--- config.mk ---
export PLATFORM = sky130hd
export DESIGN_NAME = note_sequencer
export DESIGN_NICKNAME = d
export VERILOG_FILES = /design/src/rtl/note_sequencer.sv
export SDC_FILE = /design/constraint.sdc
export NUM_CORES = 1
export LEC_CHECK = 0
export CAP_MARGIN = 20
export CORE_MARGIN = 10
export CORE_UTILIZATION = 23
export DETAILED_ROUTE_END_ITERATION = 10
export REMOVE_ABC_BUFFERS = 1
export SYNTH_ARGS = -nofsm -noshare
export SYNTH_HDL_FRONTEND = slang
export SYNTH_SLANG_ARGS = --single-unit
--- constraint.sdc ---
create_clock -name clk -period 5.7 [get_ports clk]
set_input_delay 1.425 -clock clk [delete_from_list [all_inputs] [get_ports clk]]
set_output_delay 1.425 -clock clk [all_outputs]
set_load 0.01 [all_outputs]
--- src/rtl/note_sequencer.sv ---
// Note table walker: paces a song clock and issues one valid/ready spawn event per note.
// Optional NOTE_LEAD_EN: notes are due LEAD_TICKS early so they reach the hit line on time.
module note_sequencer #(
  parameter int NUM_NOTES  = 5,
  parameter int TIME_W     = 21,
  parameter int LANE_W     = 11,
  parameter int LEN_W      = 3,
  parameter int TICK_DIV   = 100000,
  parameter int LEAD_TICKS = 64,
  localparam int IW = (NUM_NOTES > 1) ? $clog2(NUM_NOTES) : 1
) (
  input  logic                                clk,
  input  logic                                reset,
  input  logic [NUM_NOTES-1:0][TIME_W-1:0]    time_of_notes,
  input  logic [NUM_NOTES-1:0][LANE_W-1:0]    lane_of_notes,
  input  logic [NUM_NOTES-1:0][LEN_W-1:0]     length_of_notes,
  input  logic                                start,
  input  logic                                pause,
  output logic                                spawn_valid,
  input  logic                                spawn_ready,
  output logic [LANE_W-1:0]                   spawn_lane,
  output logic [LEN_W-1:0]                    spawn_length,
  output logic [IW-1:0]                       spawn_index,
  output logic [TIME_W-1:0]                   song_time,
  output logic                                busy,
  output logic                                done
);

  localparam int PW = (TICK_DIV > 1) ? $clog2(TICK_DIV) : 1;
  // pointer must be able to sit one past the last entry
  localparam int XW = $clog2(NUM_NOTES + 1);
`ifdef NOTE_LEAD_EN
  localparam int LEAD = LEAD_TICKS;
`else
  localparam int LEAD = 0 * LEAD_TICKS;
`endif

  typedef enum logic [1:0] {IDLE, RUN, EMIT, DONE} state_t;

  state_t        state;
  logic [PW-1:0] pre;
  logic [XW-1:0] idx;
  logic [IW-1:0] cur;
  logic          at_end, due, tick, clk_en;

  assign at_end = (idx == XW'(NUM_NOTES));
  assign cur    = at_end ? '0 : IW'(idx);
  // widened by one bit so the lead offset can never wrap
  assign due    = ({1'b0, song_time} + (TIME_W+1)'(LEAD)) >= {1'b0, time_of_notes[cur]};
  assign tick   = (pre == PW'(TICK_DIV - 1));
  assign clk_en = ((state == RUN) || (state == EMIT)) && !pause;

  always_ff @(posedge clk or posedge reset) begin
    if (reset) begin
      state        <= IDLE;
      pre          <= '0;
      idx          <= '0;
      song_time    <= '0;
      spawn_valid  <= 1'b0;
      spawn_lane   <= '0;
      spawn_length <= '0;
      spawn_index  <= '0;
      busy         <= 1'b0;
      done         <= 1'b0;
    end else if (start) begin
      // start from any state restarts; a pending event is dropped
      state       <= RUN;
      pre         <= '0;
      idx         <= '0;
      song_time   <= '0;
      spawn_valid <= 1'b0;
      busy        <= 1'b1;
      done        <= 1'b0;
    end else begin
      if (clk_en) begin
        if (tick) begin
          pre <= '0;
          if (song_time != '1) song_time <= song_time + 1'b1;
        end else begin
          pre <= pre + 1'b1;
        end
      end
      case (state)
        RUN: begin
          if (at_end) begin
            state <= DONE;
            busy  <= 1'b0;
            done  <= 1'b1;
          end else if (length_of_notes[cur] == '0) begin
            idx <= idx + 1'b1;
          end else if (due) begin
            state        <= EMIT;
            spawn_valid  <= 1'b1;
            spawn_lane   <= lane_of_notes[cur];
            spawn_length <= length_of_notes[cur];
            spawn_index  <= cur;
          end
        end
        EMIT: begin
          if (spawn_ready) begin
            state       <= RUN;
            spawn_valid <= 1'b0;
            idx         <= idx + 1'b1;
          end
        end
        default: ;
      endcase
    end
  end

endmodule

==> summary.md <==
| Metric | Value |
|---|---|
| Status | finished clean |
| Post-synth EDFFs | 0 |
| Initial antenna violation count | 0 |
| Final net count | 974 |
| Final Cycle Share | 0.8392 |
| Placed instance count | 1036 |
| WL final | 21.10 mm |
| Pin slew with the least headroom to its limit | 1.097 ns |
| Combinational Power Share | 0.522 |
| Clock Latency Late Sink | 0.33 ns |
| Fraction of layout cells with a size suffix above 1 | 0.08808 |
| Most used DFF post-synth | dfrtp_1 |
| P_int | 1.310 mW |
| Required @ worst endpoint | roughly 5.9 ns |
| PD cells | ~270 nW/µm² |
| CP max stage cell | dfrtp_1 |
| ANT cells | 0 |
| Clock Tree Buf Depth | 2 |
| Commonest non-fill, non-tap cell in the layout | clkdlybuf4s50_1 |
| CTS tree | built |
| GRT Resource Usage Total | 0.1414 |
| Fillers | 2254 |
| Avg Cell Area, Syn | 9.243 µm² |
| Post-CTS Setup Bufs | 0 |
| Max Freq | between 200 and 250 MHz |
| Final hold violations | 0 |
| Vias in the first global route | 5186 |
| Via count | 5083 |
| I/O pin count | 221 |
| Die Span Y | 169.7 µm |
| CP Launch Type | flip-flop |
| Syn. warnings | 0 |
| CTS buffer count | 9 |
| Most frequent cells in the layout | 220 x clkdlybuf4s50_1, 62 x dfrtp_1, 60 x a21oi_1 |
| Final slew viol count | 0 |
| Largest net degree at the start of global routing | 58 |
| Clk root buf | clkbuf_16 |
| Switching Share | 0.3905 |
| Port bufs | 220 |
| Core Util, Final | 0.3598 |
| Grt ovf | 0 |
| Wire per inst | 20.06 µm |
| Critical-path cell list | inv_1 > ha_1 > nand2_1 > nand2_2 > buf_4 > mux2i_1 > a221oi_1 > a21oi_1 > ha_1 > nand4_2 > nor4_4 > o2111ai_1 > and4_4 > nor3_4 > buf_4 > mux2_2 |
| Synth Register Bits | 63 |
| Initial Utilization | 0.2349 |
| Post-Syn Instances | 558 |
| Reg power frac | 0.222 |
| H-tree Lvls | 3 |
| Net Sw Power | 0.8392 mW |
| Multi-input gate area | between 3000 and 4000 µm² |
| Distinct cell type count after synthesis | between 60 and 70 |
| Via-per-instance ratio | about 4.8 |
| Leading post-synthesis cells by cell area | dfrtp_1 31%, mux2i_1 11%, ha_1 6.6% |
| Die X | 169.7 µm |
| Worst EP arrival | 5.00 ns |
| Std cell rows | 54 |
| RSZ-0062 raised after global routing | no |
| # DRC | 0 |
| Post-CTS sizing | 0 |
| HP Class | flip-flop to flip-flop |
| Hold-fix buffer count after cts | 0 |
| Synth top area share | 0.3057 |
| Setup-failing EPs final | 0 |
| Register Area | about 1600 µm² |
| Initial DRC count | around 250 |
| Clock Power Share | 0.256 |
| Final non-filler cell total | 1052 |
| Lkg Pwr | 3.298 nW |
| Synth area leader | dfrtp_1 |
| Fin crit period | 4.784 ns |
| Antenna Violating Nets Remaining | 0 |
| DIE AREA | 28810 µm² |
| Clock sink count | 63 |
| Crit path capture type | flip-flop |
| Core Box Area | ~22000 µm² |
| TritonRoute pass-1 iters | 5 |
| Max cap viols | 0 |
| First-pass GRT wire length | 31.49 mm |
| Ys async rst share | 1.000 |
| Layout overhead on the synthesized area | 53.18% |
| Slew headroom | 0.2651 |
| Dpl hpwl | 16.85 mm |
| Register area share after synthesis | 0.3057 |
| Slowest cell delay on critical path | 0.51 ns |
| Peak supply drop | 0.1513 mV |
| Final GP Congestion | about 0.84 |
| Clk slew on worst S/H paths | 0.05 ns |
| Cell area after synthesis | 5157 µm² |
| WS Path Type | flip-flop to flip-flop |
| Clk_skew | ~0.0045 ns |
| Crit-path max FO | 17 |
[Yosys cell counts (2+ instances only)]
cell,instances
nor2b_1,14
or4_1,2
buf_1,3
nor2_1,44
and2_1,7
o21ai_0,19
a22oi_1,2
a221oi_1,22
a211oi_1,13
a311oi_1,2
a21o_1,2
o31ai_1,2
nand2_1,33
or3_1,10
mux2_4,8
nor4_4,2
nand2b_1,6
buf_4,4
nand4_2,3
a21oi_1,60
inv_1,17
ha_1,27
buf_6,4
xor2_1,12
buf_2,7
mux2_2,9
mux2i_1,57
nand3_1,17
nand4_1,7
nor3_1,4
a22o_1,12
and4_1,5
o21ai_1,4
a31o_2,2
and3_1,4
xnor2_1,8
dfrtp_1,63
clkbuf_1,14
nor3_4,2
[layer usage]
metal,GRT usage,vias up,share of wire
li1,-,2512,-
met1,0.1622,2377,0.41
met2,0.2465,182,0.48
met3,0.05141,12,0.098
met4,0.02976,0,0.0088
met5,0,-,0
[critical path, delay by kind of cell, from the launching register on]
kind | cells | cell delay, ns
multiplexers | 2 | 0.50
adder cells (fa/ha/maj) | 2 | 0.71
flip-flops | 1 | 0.51
AO/OA/AOI/OAI | 3 | 0.49
buffers and inverters | 3 | 0.84
AND/OR/NAND/NOR | 6 | 1.57
[area by class of cell]
type,instances,area share
Clock buffer,13,0.03168
Clock inverter,3,0.005385
Inverter,17,0.008077
Multi-Input combinational cell,445,0.4216
Sequential cell,63,0.1997
Tap cell,280,0.04435
Timing Repair Buffer,231,0.2892
[kinds of logic after synthesis]
family,share of synthesized area
simple gates,0.1919
compound gates,0.1994
mux,0.1536
flops,0.3057
buf+inv,0.04997
fa+ha+maj,0.06550
xor+xnor,0.03396
[power groups by stage]
stage          Sequential [mW]  Clock, mW  Combinational [mW]
2_1_floorplan            0.532          0               0.693
3_3_place_gp             0.485          0                1.13
3_5_place_dp             0.486          0                1.13
4_1_cts                  0.478      0.565                1.14
5_1_grt                  0.480      0.586                1.24
6_report                 0.478      0.549                1.12
[flip-flops by register name, summed over array words and instances (netlist names)]
name / flops
spawn_length: 3
song_time: 21
busy: 1
spawn_index: 3
spawn_valid: 1
done: 1
spawn_lane: 11
idx: 3
state: 2
pre: 17
[stage by stage]
stage	hold slack, ns	setup TNS (ns)	instance area [µm²]	total power [mW]	setup WS, ns
detailed placement	0.4660	0	7607	1.619	0.8052
CTS	0.4788	0	7900	2.181	0.8104
finish	0.4729	0	7900	2.149	0.9164
global placement	0.4656	0	7607	1.611	0.8788
global route	0.5122	0	7900	2.306	0.5089
floorplan	0.4483	-4.902	4964	1.226	-0.3045
[worst paths after layout]
| kind | from | endpoint | slack [ns] | cells after the start |
|---|---|---|---|---|
| setup reg to reg | idx[1] | spawn_lane[10] | 0.92 | 16 |
| hold reg to reg | busy | busy | 0.47 | 1 |
| min in group asynchronous | reset | busy | 1.58 | 2 |
| max in group asynchronous | reset | pre[15] | 3.23 | 3 |
| setup / recovery | idx[1] | spawn_lane[10] | 0.92 | 16 |
| hold / removal | busy | busy | 0.47 | 1 |
Power figures use the tool's default switching activity.
